File: src/rtl/ks_addsub16_pipe_pkg.sv
// Shared types and constants for the pipelined Kogge-Stone adder/subtractor.
package ks_pkg;
  localparam int KS_WIDTH  = 16;
  localparam int KS_LEVELS = 4;
  localparam int KS_STAGES = 3;

  typedef logic [KS_WIDTH-1:0] ks_word_t;

  typedef struct packed {
    ks_word_t g;
    ks_word_t p;
  } ks_gp_t;

  typedef enum logic {KS_ADD = 1'b0, KS_SUB = 1'b1} ks_op_e;
endpackage

File: src/rtl/ks_prefix_level.sv
// One Kogge-Stone combine level at distance DIST; bits below DIST pass through.
module ks_prefix_level
  import ks_pkg::*;
#(
  parameter int DIST = 1
) (
  input  ks_gp_t i_gp,
  output ks_gp_t o_gp
);
  ks_word_t w_g, w_p;

  for (genvar i = 0; i < KS_WIDTH; i++) begin : g_bit
    if (i >= DIST) begin : g_comb
      assign w_g[i] = i_gp.g[i] | (i_gp.p[i] & i_gp.g[i-DIST]);
      assign w_p[i] = i_gp.p[i] & i_gp.p[i-DIST];
    end else begin : g_pass
      assign w_g[i] = i_gp.g[i];
      assign w_p[i] = i_gp.p[i];
    end
  end

  assign o_gp = '{g: w_g, p: w_p};
endmodule

File: src/rtl/ks_addsub16_pipe.sv
// 3-stage elastic Kogge-Stone add/sub: PG gen | prefix d1,d2 | prefix d4,d8 + sum/flags.
module ks_addsub16_pipe
  import ks_pkg::*;
#(
  parameter int WIDTH  = KS_WIDTH,
  parameter int STAGES = KS_STAGES
) (
  input  logic             clk,
  input  logic             rst,
  input  logic             in_valid,
  output logic             in_ready,
  input  logic [WIDTH-1:0] in_a,
  input  logic [WIDTH-1:0] in_b,
  input  logic             in_op,
  output logic             out_valid,
  input  logic             out_ready,
  output logic [WIDTH-1:0] out_sum,
  output logic             out_carry,
  output logic             out_ovf,
  output logic             out_zero
);
  logic [STAGES:1] r_vld;
  logic [STAGES:1] w_load;

  // Stage k loads when empty or when its downstream neighbour moves.
  assign w_load[STAGES] = !r_vld[STAGES] | out_ready;
  for (genvar k = 1; k < STAGES; k++) begin : g_load
    assign w_load[k] = !r_vld[k] | w_load[k+1];
  end
  assign in_ready  = w_load[1];
  assign out_valid = r_vld[STAGES];

  always_ff @(posedge clk) begin
    if (rst) begin
      r_vld <= '0;
    end else begin
      if (w_load[1]) r_vld[1] <= in_valid;
      for (int k = 2; k <= STAGES; k++)
        if (w_load[k]) r_vld[k] <= r_vld[k-1];
    end
  end

  // S1: PG generation with carry-in folded into g[0]
  ks_op_e   w_op;
  logic     w_cin;
  ks_word_t w_b;
  ks_gp_t   w_gp0;

  always_comb begin
    w_op       = ks_op_e'(in_op);
    w_cin      = (w_op == KS_SUB);
    w_b        = w_cin ? ~in_b : in_b;
    w_gp0.p    = in_a ^ w_b;
    w_gp0.g    = in_a & w_b;
    w_gp0.g[0] = (in_a[0] & w_b[0]) | (w_gp0.p[0] & w_cin);
  end

  ks_gp_t r1_gp;
  logic   r1_a15, r1_b15, r1_cin;

  always_ff @(posedge clk) begin
    if (w_load[1] && in_valid) begin
      r1_gp  <= w_gp0;
      r1_a15 <= in_a[WIDTH-1];
      r1_b15 <= w_b[WIDTH-1];
      r1_cin <= w_cin;
    end
  end

  // S2: prefix levels at distance 1 and 2
  ks_gp_t w_gp1, w_gp2;
  ks_prefix_level #(.DIST(1)) u_lvl1 (.i_gp(r1_gp), .o_gp(w_gp1));
  ks_prefix_level #(.DIST(2)) u_lvl2 (.i_gp(w_gp1), .o_gp(w_gp2));

  ks_gp_t   r2_gp;
  ks_word_t r2_p;
  logic     r2_a15, r2_b15, r2_cin;

  always_ff @(posedge clk) begin
    if (w_load[2] && r_vld[1]) begin
      r2_gp  <= w_gp2;
      r2_p   <= r1_gp.p;
      r2_a15 <= r1_a15;
      r2_b15 <= r1_b15;
      r2_cin <= r1_cin;
    end
  end

  // S3: prefix levels at distance 4 and 8, then sum and flags
  ks_gp_t w_gp4, w_gp8;
  ks_prefix_level #(.DIST(4)) u_lvl4 (.i_gp(r2_gp), .o_gp(w_gp4));
  ks_prefix_level #(.DIST(8)) u_lvl8 (.i_gp(w_gp4), .o_gp(w_gp8));

  ks_word_t w_sum;
  logic     w_carry, w_ovf;
  logic     w_unused_p;

  // G[i-1] is the carry into bit i because cin already sits in g[0].
  assign w_sum      = r2_p ^ {w_gp8.g[WIDTH-2:0], r2_cin};
  assign w_carry    = w_gp8.g[WIDTH-1];
  assign w_ovf      = (r2_a15 == r2_b15) & (w_sum[WIDTH-1] != r2_a15);
  assign w_unused_p = &{1'b0, w_gp8.p};

  logic [WIDTH-1:0] r_sum;
  logic             r_carry, r_ovf, r_zero;

  always_ff @(posedge clk) begin
    if (rst) begin
      r_sum   <= '0;
      r_carry <= 1'b0;
      r_ovf   <= 1'b0;
      r_zero  <= 1'b0;
    end else if (w_load[STAGES] && r_vld[STAGES-1]) begin
      r_sum   <= w_sum;
      r_carry <= w_carry;
      r_ovf   <= w_ovf;
      r_zero  <= ~|w_sum;
    end
  end

  assign out_sum   = r_sum;
  assign out_carry = r_carry;
  assign out_ovf   = r_ovf;
  assign out_zero  = r_zero;
endmodule

File: config.mk
export PLATFORM = sky130hd
export DESIGN_NAME = ks_addsub16_pipe
export DESIGN_NICKNAME = d
export VERILOG_FILES = /design/src/rtl/ks_addsub16_pipe_pkg.sv /design/src/rtl/ks_prefix_level.sv /design/src/rtl/ks_addsub16_pipe.sv
export SDC_FILE = /design/constraint.sdc
export NUM_CORES = 1
export LEC_CHECK = 0
export CAP_MARGIN = 20
export CORE_MARGIN = 5
export CORE_UTILIZATION = 50
export DETAILED_ROUTE_END_ITERATION = 12
export PLACE_DENSITY = 0.78
export SYNTH_ARGS = -nofsm -noshare
export SYNTH_HDL_FRONTEND = slang
export SYNTH_HIERARCHICAL = 1
export SYNTH_SLANG_ARGS = --single-unit
File: constraint.sdc
create_clock -name clk -period 4.8 [get_ports clk]
set_clock_uncertainty 0.1 [all_clocks]
set_input_delay 0.48 -clock clk [delete_from_list [all_inputs] [get_ports clk]]
set_output_delay 0.48 -clock clk [all_outputs]
set_load 0.02 [all_outputs]
# Word level (Yosys, flattened, before mapping)
# Index checks and enable logic that the tools add are counted.
classes:
  n_eq_ne: 2
  muxes: 1
  bitwise_logic: 146
  reduce_logical: 8
ops:
  columns: ["cell", "n"]
  rows:
  - ["1-bit AND", 89]
  - ["1-bit OR", 53]
  - ["16-bit XOR", 2]
  - ["16-bit AND", 1]
  - ["16-bit 2-to-1 mux", 1]
  - ["16-bit inverter", 1]
  - ["16-bit OR reduction", 1]
  - ["1-bit zero test", 4]
  - ["1-bit logical AND", 3]
  - ["1-bit == test", 1]
  - ["1-bit != test", 1]
word_totals:
  regBits: 108
  in_bits: 37
  output_inout_bits: 21
  wordCells: 175

# Depth between registers and ports, before layout
# Gate-level depths: netlist of the first run.
logic_depth:
  word_depth: 7
  mapped_depth: 6
  depth_no_buf: 6

# By module
# Netlist of the first run, hierarchy kept.
modules_own_cells:
  columns: ["module", "n_inst", "cells_per_inst", "area_per_inst_um2", "seq_area_each_um2"]
  rows:
  - ["ks_addsub16_pipe", 1, 224, 3988.8, 3022.9]
  - ["ks_prefix_level at u_lvl8", 1, 32, 240.2, 0.0]
  - ["ks_prefix_level at u_lvl4", 1, 32, 231.5, 0.0]
  - ["ks_prefix_level at u_lvl2", 1, 32, 226.5, 0.0]
  - ["ks_prefix_level at u_lvl1", 1, 32, 224.0, 0.0]

# Worst setup path after synthesis of the first run
# No wires, ideal clock.
synth_path:
  kind: "reg-to-reg"
  from: "reg r_vld[3] (netlist name)"
  to: "reg r2_a15, enable pin"
  arrival_ns: 4.266
  required_time_ns: 4.162
  path_slack_ns: -0.103
  path_stages_with_launch: 3
  path_buffers: 0
  synth_period_minus_slack_ns: 4.903
  cell_sequence: "dfxtp_1 -> nor2b_4 -> a21boi_0"
synth_via:
  elab_chain_cells: 4
synth_rtl:
  columns: ["item", "line_no", "rtl"]
  rows:
  - ["from (decl)", "ks_addsub16_pipe.sv:22", "logic [STAGES:1] r_vld;"]
  - ["from (signal, indexed assignment)", "ks_addsub16_pipe.sv:39", "if (w_load[k]) r_vld[k] <= r_vld[k-1];"]
  - ["1-bit zero test", "ks_addsub16_pipe.sv:26", "assign w_load[STAGES] = !r_vld[STAGES] | out_ready;"]
  - ["1-bit OR", "ks_addsub16_pipe.sv:26", null]
  - ["1-bit OR", "ks_addsub16_pipe.sv:28", "assign w_load[k] = !r_vld[k] | w_load[k+1];"]
  - ["1-bit logical AND", "ks_addsub16_pipe.sv:80", "if (w_load[2] && r_vld[1]) begin"]
  - ["to (signal assigned)", "ks_addsub16_pipe.sv:83", "r2_a15 <= r1_a15;"]
  - ["to (decl)", "ks_addsub16_pipe.sv:77", "logic r2_a15, r2_b15, r2_cin;"]
# Every way passes these cells.
# A chain may end at the register's enable or synchronous reset.

# Worst setup path in the final report of the first run
layout_path:
  from: "in out_ready"
  to: "out in_ready"
layout_via:
  elab_chain_cells: 3
layout_rtl:
  columns: ["item", "line_no", "rtl"]
  rows:
  - ["from (decl)", "ks_addsub16_pipe.sv:16", "input logic out_ready,"]
  - ["1-bit OR", "ks_addsub16_pipe.sv:26", null]
  - ["1-bit OR (2 in series)", "ks_addsub16_pipe.sv:28", null]
  - ["to (decl)", "ks_addsub16_pipe.sv:11", "output logic in_ready,"]
# Every way passes these cells.

==> results list, run 1 <==
* Run status: complete, no violations
- Critical path launch point type: input pin
* Die W: 106 um
- The max-slew violation count came to 0.
- For the pin with the worst max-slew slack, the measured transition is 1.08 ns.
* Number of antenna-violating nets in the routed design: 0
* Global routing usage summed across all routing layers: 13.5%
* Inserted Diodes: 0
- Count of routing violations after the opening detailed-route iteration: 122
- For this block, wires on met1 add up to 3290 um.
- For this run, the number of Yosys warnings is 6.
- Worst reg2reg path startpoint: r2_gp[18]$_DFFE_PP_
- The worst path uses 51.0% of the clock period.
* Post-CTS Resized: 0
* Remaining Overflow, GRT: 0
* Placed Cells incl. Taps: 462
- Post-Route Utilization: 60.9%
- Setup total negative slack on the finished layout was measured at 0 ns.
- STA puts the critical path data required time at 4.22 ns.
- First-pass DRT Iterations: 4
* Maximum level of the CTS H-tree: 3
- The min-delay analysis places its worst path in the category flop to flop.
- The cell sitting at the root of the clock tree is a sky130_fd_sc_hd__clkbuf_8.
* Vias in the first global route: 2486
* Worst reg-to-reg path cell count: 6
- The first global-routing pass estimated 11800 um of wire.
- Final number of hold-violating endpoints: 0
- Synthesized Nets: 370
* Detailed Place HPWL: 5170 um
- Setup repair after global routing left no endpoint under its margin.
* Clock Latency Late Sink: 0.35 ns
- Clock-pin slew reported for the worst setup and hold paths after clock tree synthesis: 0.08 ns
- For this design, the CTS-stage hold fixing added 0 buffers.
* Launching element of the worst setup path: out_ready
- Detailed routing inserted a total of 2483 vias.
- In this run the tightest slew margin relative to its limit is 27.9%.
* Site Rows: 34
- Following the worst setup path forward leads to its endpoint at in_ready.
- Max-cap violations: 0
- Category of the critical setup timing path: input pin to primary output
- STA classifies the critical path endpoint as a primary output.
- Port buffer count: 57
- Number of failing setup endpoints in the final timing report: 0
- Fill cells: 695
- Post-route minimum period: 2.45 ns
- Of the cells placed in the final design, the portion with a size suffix greater than 1 is 10.5%.
- Counting along the longest clock path gives a buffer depth of 2.
* Count of mapped cells out of synthesis: 318
- Post-CTS setup buffer count: 0
- Routability-driven placement finished with a final weighted congestion of 0.780.
- Routed wire length per instance: 14.8 um
- Power Dens Cells: 352 nW/um^2
- The final layout contains routed wiring with a total length of 7100 um.
- Via density per instance: 5.18
- The initial antenna violation count was 0.
* Highest achievable clock rate: 408 MHz
* Arrival time at the worst endpoint: 1.87 ns
- Die area: 11200 um^2
* Maximum ir drop on the vdd rail: 0.172 mV
- 58 I/O pins were placed.
- The initial utilization of the core area, before any placement, comes to 51.9%.
- Clock tree from TritonCTS: yes
- In this run the static leakage power is 1.95 nW.
- Post-Synthesis Cell Area: 4570 um^2
- Number of nets in the layout: 418
- Syn_area_per_cell: 14.4 um^2
- Entering global routing, the biggest net connects 48 pins.
* Final Instance Area: 5360 um^2
- Area of the core: 8810 um^2
- Total clock buffers created by CTS: 9
* Sum of met3 wire segment lengths after detailed routing: 347 um
- Highest layer used for signal routing: met4
* Num Clock Sinks: 104
* Register-to-register path setup slack: 2.77 ns
* Remaining design rule violation count: 0
- Met2 layer wire length in the routed design: 3360 um
- Endpoint of the lowest-slack register-to-register path: out_zero$_SDFFE_PP0P_
- CP max FO: 6
- Excluding fillers, the count of instances in the completed layout stands at 479.
- Summing all placed instances gives a cell area of 5140 um^2.
- Vertical extent of the die: 106 um
* Synthesis-to-layout area growth: 17.3%
-- sequential cells by signal, summed over array words and instances (netlist names), 3 cells and up --
| register | cells |
|---|---|
| r1_gp | 32 |
| r2_gp | 28 |
| out_sum | 16 |
| r2_p | 16 |
| r_vld | 3 |
-- worst max-delay path: stages --
cell                              delay, ns
sky130_fd_sc_hd__clkdlybuf4s50_1       0.44
sky130_fd_sc_hd__nor2b_4               0.25
sky130_fd_sc_hd__nand3_1               0.13
sky130_fd_sc_hd__clkdlybuf4s50_1       0.57
-- placed cells by master (no fill, tap or decap), drive strengths merged, types with 3 or more instances in the layout --
cell type       n
and2           34
nor2           22
buf             3
edfxtp         82
ha             15
clkbuf         11
dfxtp          22
clkinv          3
xor2           17
clkdlybuf4s50  57
a211oi         16
a21o           49
xnor2          17
nand4           3
a21oi           3
-- per-layer routing --
| metal | vias up | track usage, % |
|---|---|---|
| li1 | 1239 | - |
| met1 | 1164 | 17.7 |
| met2 | 69 | 21.4 |
| met3 | 11 | 3.42 |
| met4 | 0 | 5.83 |
| met5 | - | 0 |
-- where the power goes --
group	leakage, nW	internal (mW)	total, mW	switching, mW
Sequential	0.942	1.06	1.10	0.0428
Clock	0.100	0.289	0.555	0.266
Combinational	0.907	0.118	0.229	0.111
-- worst min-delay path by stage --
stage / from / to / slack (ns) / cells after the start
after detailed placement: r1_a15$_DFFE_PP_ / r2_a15$_DFFE_PP_ / 0.31 / 0
after CTS: r1_a15$_DFFE_PP_ / r2_a15$_DFFE_PP_ / 0.33 / 0
after floorplan: r1_a15$_DFFE_PP_ / r2_a15$_DFFE_PP_ / 0.30 / 0
after global placement: r1_a15$_DFFE_PP_ / r2_a15$_DFFE_PP_ / 0.30 / 0
final: r1_a15$_DFFE_PP_ / r2_a15$_DFFE_PP_ / 0.32 / 0
after global routing: r1_gp[0]$_DFFE_PP_ / r2_p[0]$_DFFE_PP_ / 0.33 / 0
-- final cells by class --
cell class	instances	area (um^2)	area share, %
clock buffer	11	131	2.45
clock inverter	5	71.3	1.33
inverter	1	3.75	0.0700
multi-input combinational	190	1510	28.2
sequential	104	2900	54.1
tap	108	135	2.52
timing repair buffer	60	606	11.3
-- metrics by stage --
step / hold slack (ns) / worst slack, ns / power (mW)
floorplan: 0.300 / 0.197 / 1.27
CTS: 0.326 / 2.34 / 1.90
global placement: 0.303 / 2.33 / 1.34
finish: 0.325 / 2.35 / 1.89
global route: 0.333 / 2.29 / 1.98
detailed placement: 0.305 / 2.28 / 1.35
(Power assumes the default switching activity.)
==> run 2, diff against run 1 <==
--- a/config.mk
+++ b/config.mk
@@ -7,9 +7,9 @@
 export LEC_CHECK = 0
 export CAP_MARGIN = 20
 export CORE_MARGIN = 5
-export CORE_UTILIZATION = 50
+export CORE_UTILIZATION = 55
 export DETAILED_ROUTE_END_ITERATION = 12
-export PLACE_DENSITY = 0.78
+export PLACE_DENSITY = 0.82
 export SYNTH_ARGS = -nofsm -noshare
 export SYNTH_HDL_FRONTEND = slang
 export SYNTH_HIERARCHICAL = 1
==> constraint.sdc (replaced) <==
create_clock -name clk -period 2.5 [get_ports clk]
set_clock_uncertainty 0.1 [all_clocks]
set_input_delay 0.25 -clock clk [delete_from_list [all_inputs] [get_ports clk]]
set_output_delay 0.25 -clock clk [all_outputs]
set_load 0.02 [all_outputs]
==> run 2 against run 1 <==
Against the previous run: combinational power up 94%; register-to-register slack worse by 2.1 ns; clock power grew 110%; via count decreased by 0.52%; sequential power increased by 92%; final cell count decreased by 0.21%; critical path type is now flop to primary output; utilization increased by 5.1 points; die area fell by 8.2%; sequential share of layout area shrank 0.35 points; count of clock-buffer cells in the layout down 2; critical endpoint unchanged; highest routed layer unchanged; power increased by 96%.
==> results list, run 2 (synthesis results as in run 1) <==
* Final number of hold-violating endpoints: 0 (unchanged)
- Final period util: 80.5%
- Power Dens Cells: 685 nW/um^2 (was 352 nW/um^2)
* Maximum clock path buffer count: 2 (unchanged)
- Min-delay worst type: flop to flop (unchanged)
- Number of antenna-violating nets in the routed design: 0 (unchanged)
- The number of buffers created by CTS was 9 (unchanged).
- The number of port buffers was 57 (unchanged).
- The endpoint required time on the critical path was 2.15 ns (was 4.22 ns).
* Via density per instance: 5.17 (was 5.18)
- The final RePlAce weighted congestion came to 0.842 (was 0.780).
* Fin worst setup slack: 0.488 ns (was 2.35 ns)
- Detailed Place HPWL: 5340 um (was 5170 um)
- The mean routed wirelength per cell is 15.0 um (was 14.8 um).
* Arrival time at the worst endpoint: 1.66 ns (was 1.87 ns)
- Num Clock Sinks: 104 (unchanged)
- Global-route wire length before repair: 11600 um (was 11800 um)
- The kind of cell adding the most delay to the critical path was buffers and inverters (unchanged).
- The setup TNS is 0 ns (unchanged).
- Maximum level of the CTS H-tree: 3 (unchanged)
* Clock tree root driver cell: sky130_fd_sc_hd__clkbuf_8 (unchanged)
- The type of origin of the critical path is a flop (was input pin).
* Site Rows: 33 (was 34)
- Global routing usage summed across all routing layers: 15.1% (was 13.5%)
* Buf/Inv on CP: 1 (was 2)
- The worst slack at placement came to 0.501 ns (was 2.28 ns).
* Area of the core: 8180 um^2 (was 8810 um^2)
* Remaining design rule violation count: 0 (unchanged)
- Slew @ Worst Pin: 0.419 ns (was 1.08 ns)
- The number of global-route vias before repair is 2421 (was 2486).
- The number of ports placed on the die boundary is 58 (unchanged).
- The initial antenna violation count is 0 (unchanged).
- The worst-case headroom to the max-slew limit is 72.1% (was 27.9%).
- The area of the die was 10200 um^2 (was 11200 um^2).
- Slew Limit Fails: 0 (unchanged)
* Max FFs per register: 32 (unchanged)
- CP max FO: 6 (unchanged)
* First-pass DRT Iterations: 4 (unchanged)
- The peak ir drop on the vdd network came to 0.346 mV (was 0.172 mV).
* Starting density of the core: 55.9% (was 51.9%)
- The register clock-pin slew on the reported worst setup and hold paths was 0.09 ns (was 0.08 ns).
- Remaining Overflow, GRT: 0 (unchanged)
- Run status: complete, no violations (unchanged)
* Crit-path cells: nor2b_4 > nand3_1 > clkdlybuf4s50_1 (was clkdlybuf4s50_1 > nor2b_4 > nand3_1 > clkdlybuf4s50_1)
- The most common cell after layout, fill and taps aside is sky130_fd_sc_hd__edfxtp_1 (unchanged).
- The start-to-end type of the worst setup path is flop to primary output (was input pin to primary output).
* Inserted Diodes: 0 (unchanged)
- Clock tree from TritonCTS: yes (unchanged)
- Post-CTS Resized: 0 (unchanged)
- Post-CTS setup buffer count: 0 (unchanged)
* Die W: 101 um (was 106 um)
- The maximum number of pins on one net before global-route repair came to 48 (unchanged).
* Commonest non-fill, non-tap cells in the layout: sky130_fd_sc_hd__edfxtp_1 (82), sky130_fd_sc_hd__clkdlybuf4s50_1 (57), sky130_fd_sc_hd__a21o_1 (49) (unchanged)
- The number of hold-repair buffers added at the cts stage was 0 (unchanged).
- The number of maximum-capacitance constraint violations is 0 (unchanged).
- The register with the most flip-flops is r1_gp (unchanged).
- Based on the critical path, the design can be clocked at up to 497 MHz.
- The highest cell delay on the worst timing path came to 0.58 ns (was 0.57 ns).
- The fraction of final layout cells with drive strength greater than 1 came to 12.3% (was 10.5%).
- The signed area change from the synthesized netlist to the final layout is 18.1% (was 17.3%).
* Post-route minimum period: 2.01 ns
- The kind of end point of the critical path is a primary output (unchanged).
* Vertical extent of the die: 101 um (was 106 um)
- Number of nets in the layout: 420 (was 418)
- Setup repair after global routing missed its margin: false (unchanged)
- Cell leakage power: 1.97 nW (was 1.95 nW)
* Total number of vias: 2470 (was 2483)
- Registers with the most flip-flops: r1_gp: 32 flops, r2_gp: 28 flops (unchanged).
* Number of failing setup endpoints in the final timing report: 0 (unchanged)
- Master of the slowest instance on the critical path: sky130_fd_sc_hd__clkdlybuf4s50_1 (unchanged)
- The total routed wirelength was 7160 um (was 7100 um).
- Count of routing violations after the opening detailed-route iteration: 105 (was 122)
- The clock network latency to the later pin of the worst-skew pair is 0.36 ns (was 0.35 ns).
==> run 2: cell count changes in the layout (fill, tap and decap cells not counted) <==
cell                         before  now
sky130_fd_sc_hd__inv_6            0    2
sky130_fd_sc_hd__clkbuf_1         2    0
sky130_fd_sc_hd__clkinv_1         3    0
sky130_fd_sc_hd__clkinv_4         0    2
sky130_fd_sc_hd__buf_4            2    4
sky130_fd_sc_hd__clkinvlp_4       0    1
==> run 2: worst register-to-register path: cells and delay by family (launching register included) <==
kind / cells / cell delay [ns]
AO/OA/AOI/OAI: 3 / 0.58
XOR/XNOR: 1 / 0.30
flip-flops: 1 / 0.45
AND/OR/NAND/NOR: 2 / 0.30
==> run 2: power by group <==
group          switching (mW)  internal [mW]
clock                   0.565          0.574
combinational           0.217          0.228
sequential             0.0804           2.03
total                   0.863           2.83
==> run 2: cell type report <==
class                      instances  area, um^2
clock buffer                       9         124
clock inverter                     7         103
tap                              105         131
fill                             599        2780
inverter                           1        3.75
multi-input combinational        190        1510
timing repair buffer              62         621
sequential                       104        2900
==> run 2: per-layer routing <==
metal / routed length (um) / share of wire, % / GRT usage, % / up-vias
met2: 3480 / 49 / 23.6 / 64
met4: 150 / 2.1 / 7.77 / 0
met5: 0 / 0 / 0 / -
met3: 375 / 5.2 / 2.82 / 11
li1: - / - / - / 1244
met1: 3150 / 44 / 20.3 / 1151
==> run 2: per-stage QoR <==
step	hold WS, ns	utilization (%)	cells	area [um^2]	total power [mW]
2_1_floorplan	0.223	-	318	4580	2.43
3_3_place_gp	0.307	63.2	462	5170	2.58
3_5_place_dp	0.306	63.2	462	5170	2.60
4_1_cts	0.329	66.0	478	5400	3.73
5_1_grt	0.341	66.0	478	5400	3.86
6_report	0.327	66.0	478	5400	3.70
==> run 2: path summary, 6_finish.rpt <==
path,start,slack (ns),end,depth (start not counted)
max reg2reg,r2_gp[16]$_DFFE_PP_,0.71,out_zero$_SDFFE_PP0P_,6
min,r1_gp[0]$_DFFE_PP_,0.33,r2_p[0]$_DFFE_PP_,0
max,r_vld[3]$_SDFFE_PP0P_,0.49,in_ready,3
min reg2reg,r1_gp[0]$_DFFE_PP_,0.33,r2_p[0]$_DFFE_PP_,0
==> edit 1, RTL diff (flow settings as in run 2) <==
Change the package constant `KS_STAGES` from 3 to 6.
--- a/src/rtl/ks_addsub16_pipe_pkg.sv
+++ b/src/rtl/ks_addsub16_pipe_pkg.sv
@@ -2,7 +2,7 @@
 package ks_pkg;
   localparam int KS_WIDTH  = 16;
   localparam int KS_LEVELS = 4;
-  localparam int KS_STAGES = 3;
+  localparam int KS_STAGES = 6;
 
   typedef logic [KS_WIDTH-1:0] ks_word_t;
 
Function: changed (Yosys sat finds a counterexample within 4 cycles, from zero or initial values and one cycle with rst high).
==> edit 1 against run 2 <==
- combinational power shrank 23%
- worst hold slack is essentially flat
- critical path type is now in2out
- global-route usage shrank 0.36 points
- sequential power is essentially flat
- sequential cell count grew 3
- clock power shrank 15%
- synthesized area grew 3.0%
- routed wire length grew 1.0%
- setup slack lost 0.27 ns
- design area grew 1.9%
- first-iteration DRC count shrank 5.7%
- critical endpoint unchanged
- cell count grew 2.5%
- total power shrank 7.5%
==> edit 1: results <==
export IMPL_fin_cells=490
export IMPL_place_gp_congestion=0.853
export IMPL_clk_latency_ns=0.36
export IMPL_vias_per_cell=5.23
export IMPL_postPlaceCellArea_um2=5310
export IMPL_syn_nets=381
export IMPL_grt_first_pass_wirelength_mm=11.9
export IMPL_r2r_start="r2_gp[18]"
export IMPL_worst_pin_slew_ns=0.454
export IMPL_grt_pass1_vias=2600
export IMPL_htreeDepth=3
export IMPL_crit_arrival_ns=1.93
export IMPL_syn_avg_cell_area_um2=14.3
export IMPL_cts_hold_buf=0
export IMPL_dp_hpwl_mm=5.35
export IMPL_min_path_type="reg2reg"
export IMPL_layout_nets=432
export IMPL_cp_max_fo=4
export IMPL_hold_start="r1_b15"
export IMPL_drtIter0Drc=99
export IMPL_outcome="finished clean"
export IMPL_cp_startpoint="out_ready"
export IMPL_track_usage=0.148
export IMPL_placedCellCount=474
export IMPL_wl_per_cell_um=14.8
export IMPL_max_vdd_ir_drop_mv=0.311
export IMPL_drive_gt1_frac=0.145
export IMPL_r2r_slack_ns=0.56
export IMPL_leakagePower_nw=2.06
edit 1: changes by cell type in the layout (fill, tap and decap cells not counted), moves of 2 or more:
cell / change
clkbuf_8: +2
nor2b_4: +2
clkinv_4: -2
bufinv_16: -2
nor2_2: +5
clkinv_2: +2
dfxtp_1: +3
edit 1: through the flow:
step,utilization,setup WS (ns)
3_3_place_gp,0.643,0.241
6_report,0.666,0.221
2_1_floorplan,-,0.173
5_1_grt,0.666,0.153
3_5_place_dp,0.643,0.231
4_1_cts,0.666,0.210
edit 1: worst max-delay path: stages:
cell	delay [ns]
clkdlybuf4s50_1	0.52
and4b_1	0.24
and3_4	0.22
nand2_2	0.08
clkdlybuf4s50_1	0.61
edit 1: layout make-up:
type / count / area, µm²
clock inverters: 5 / 35.0
multi-input cells: 197 / 1570
well taps: 105 / 131
inverters: 1 / 3.75
repair buffers: 64 / 648
clock buffers: 11 / 151
fillers: 602 / 2760
flip-flops and latches: 107 / 2960
edit 1: where the power goes:
| part | switching (mW) | internal, mW |
|---|---|---|
| clock network | 0.551 | 0.420 |
| logic | 0.163 | 0.178 |
| registers | 0.0638 | 2.05 |
edit 1: layer usage:
| metal | share of wire | track usage |
|---|---|---|
| met1 | 0.46 | 0.204 |
| met3 | 0.049 | 0.0355 |
| met5 | 0 | 0 |
| met2 | 0.47 | 0.231 |
| met4 | 0.015 | 0.0515 |
edit 1: how the worst min path moves through the flow:
stage                          to  slack (ns)  depth (start not counted)
final                      r2_b15        0.33                          0
after global routing       r2_b15        0.34                          0
after CTS                 r2_p[0]        0.33                          0
after detailed placement  r2_p[0]        0.31                          0
after global placement     r2_a15        0.31                          0
after floorplan            r1_a15        0.25                          0
==> edit 2, RTL diff (config.mk and constraints of run 2) <==
Made on the original files. Register the output `out_ovf` once more, with the module's reset; this adds one clock of latency there. The other outputs are not delayed to match.
--- a/src/rtl/ks_addsub16_pipe.sv
+++ b/src/rtl/ks_addsub16_pipe.sv
@@ -120,7 +120,13 @@
 
   assign out_sum   = r_sum;
   assign out_carry = r_carry;
-  assign out_ovf   = r_ovf;
+  always_ff @(posedge clk) begin
+    if (rst) begin
+      out_ovf <= '0;
+    end else begin
+      out_ovf <= r_ovf;
+    end
+  end
   assign out_zero  = r_zero;
 endmodule
 
Formal check against the unedited RTL: not equivalent (a bounded check fails within 4 cycles, from zero or initial values and one cycle with rst high).
==> edit 2 against run 2 <==
- total power is 3.6% higher
- core utilization grew 0.72 points
- global-route usage rose by 0.19 points
- sequential cell count grew 1
- via count rose by 1.3%
- design area is 1.1% higher
- setup slack lost 0.052 ns
- synthesized area is 0.58% higher
- first-iteration DRC count is 5.7% higher
- routed wire length increased by 0.21%
- combinational power fell by 0.9%
- critical path type unchanged
==> edit 2: results <==
export IMPL_outcome="finished clean"
export IMPL_max_vdd_ir_drop_mv=0.324
export IMPL_use_met3=0.0351
export IMPL_fillers=567
export IMPL_fin_cells=480
export IMPL_drtIter0Drc=111
export IMPL_yosys_warnings=6
export IMPL_r2r_slack_ns=0.65
export IMPL_wl_met3_um=326
export IMPL_wl_per_cell_um=14.9
export IMPL_synth_cells=320
export IMPL_vias_per_cell=5.21
export IMPL_place_gp_congestion=0.841
export IMPL_drt_met1_wl_mm=3.30
export IMPL_syn_nets=372
export IMPL_postPlaceCellArea_um2=5200
export IMPL_grt_met1_usage=0.208
export IMPL_placedCellCount=464
export IMPL_crit_arrival_ns=1.71
export IMPL_cp_slowest_cell="clkdlybuf4s50_1"
export IMPL_layout_nets=422
export IMPL_max_slew_margin=0.713
export IMPL_holdWs_ns=0.330
export IMPL_dp_slack_ns=0.470
export IMPL_cp_max_fo=6
export IMPL_r2r_start="r2_gp[18]"
export IMPL_dr_wl_met2_mm=3.38
export IMPL_grt_first_pass_wirelength_mm=12.1
export IMPL_swShare=0.219
export IMPL_drive_gt1_frac=0.120
export IMPL_fin_ws_ns=0.436
export IMPL_track_usage=0.153
export IMPL_worstHoldEndpoint="r2_b15"
export IMPL_grt_pass1_vias=2567
export IMPL_min_path_type="reg2reg"
export IMPL_met2_usage=0.235
export IMPL_leakagePower_nw=1.99
export IMPL_dp_hpwl_mm=5.26
-- edit 2: worst register-to-register path: cells and delay by family, from the launching register on --
kind,cells,cell delay (ns)
xor+xnor,1,0.27
flops,1,0.44
compound gates,3,0.60
simple gates,2,0.38
-- edit 2: power by group through the flow --
stage	Combinational [mW]	Clock, mW	Sequential (mW)
after floorplan	0.287	0	2.16
after global placement	0.429	0	2.17
after detailed placement	0.440	0	2.17
after CTS	0.446	1.28	2.13
after global routing	0.489	1.35	2.15
final	0.441	1.26	2.13
-- edit 2: layout make-up --
| class | instances | area, µm² | area share |
|---|---|---|---|
| clock buffers | 13 | 191 | 0.0351 |
| clock inverters | 3 | 67.6 | 0.0124 |
| inverters | 1 | 3.75 | 0.000688 |
| multi-input cells | 191 | 1520 | 0.278 |
| flip-flops and latches | 105 | 2920 | 0.536 |
| well taps | 105 | 131 | 0.0241 |
| repair buffers | 62 | 621 | 0.114 |
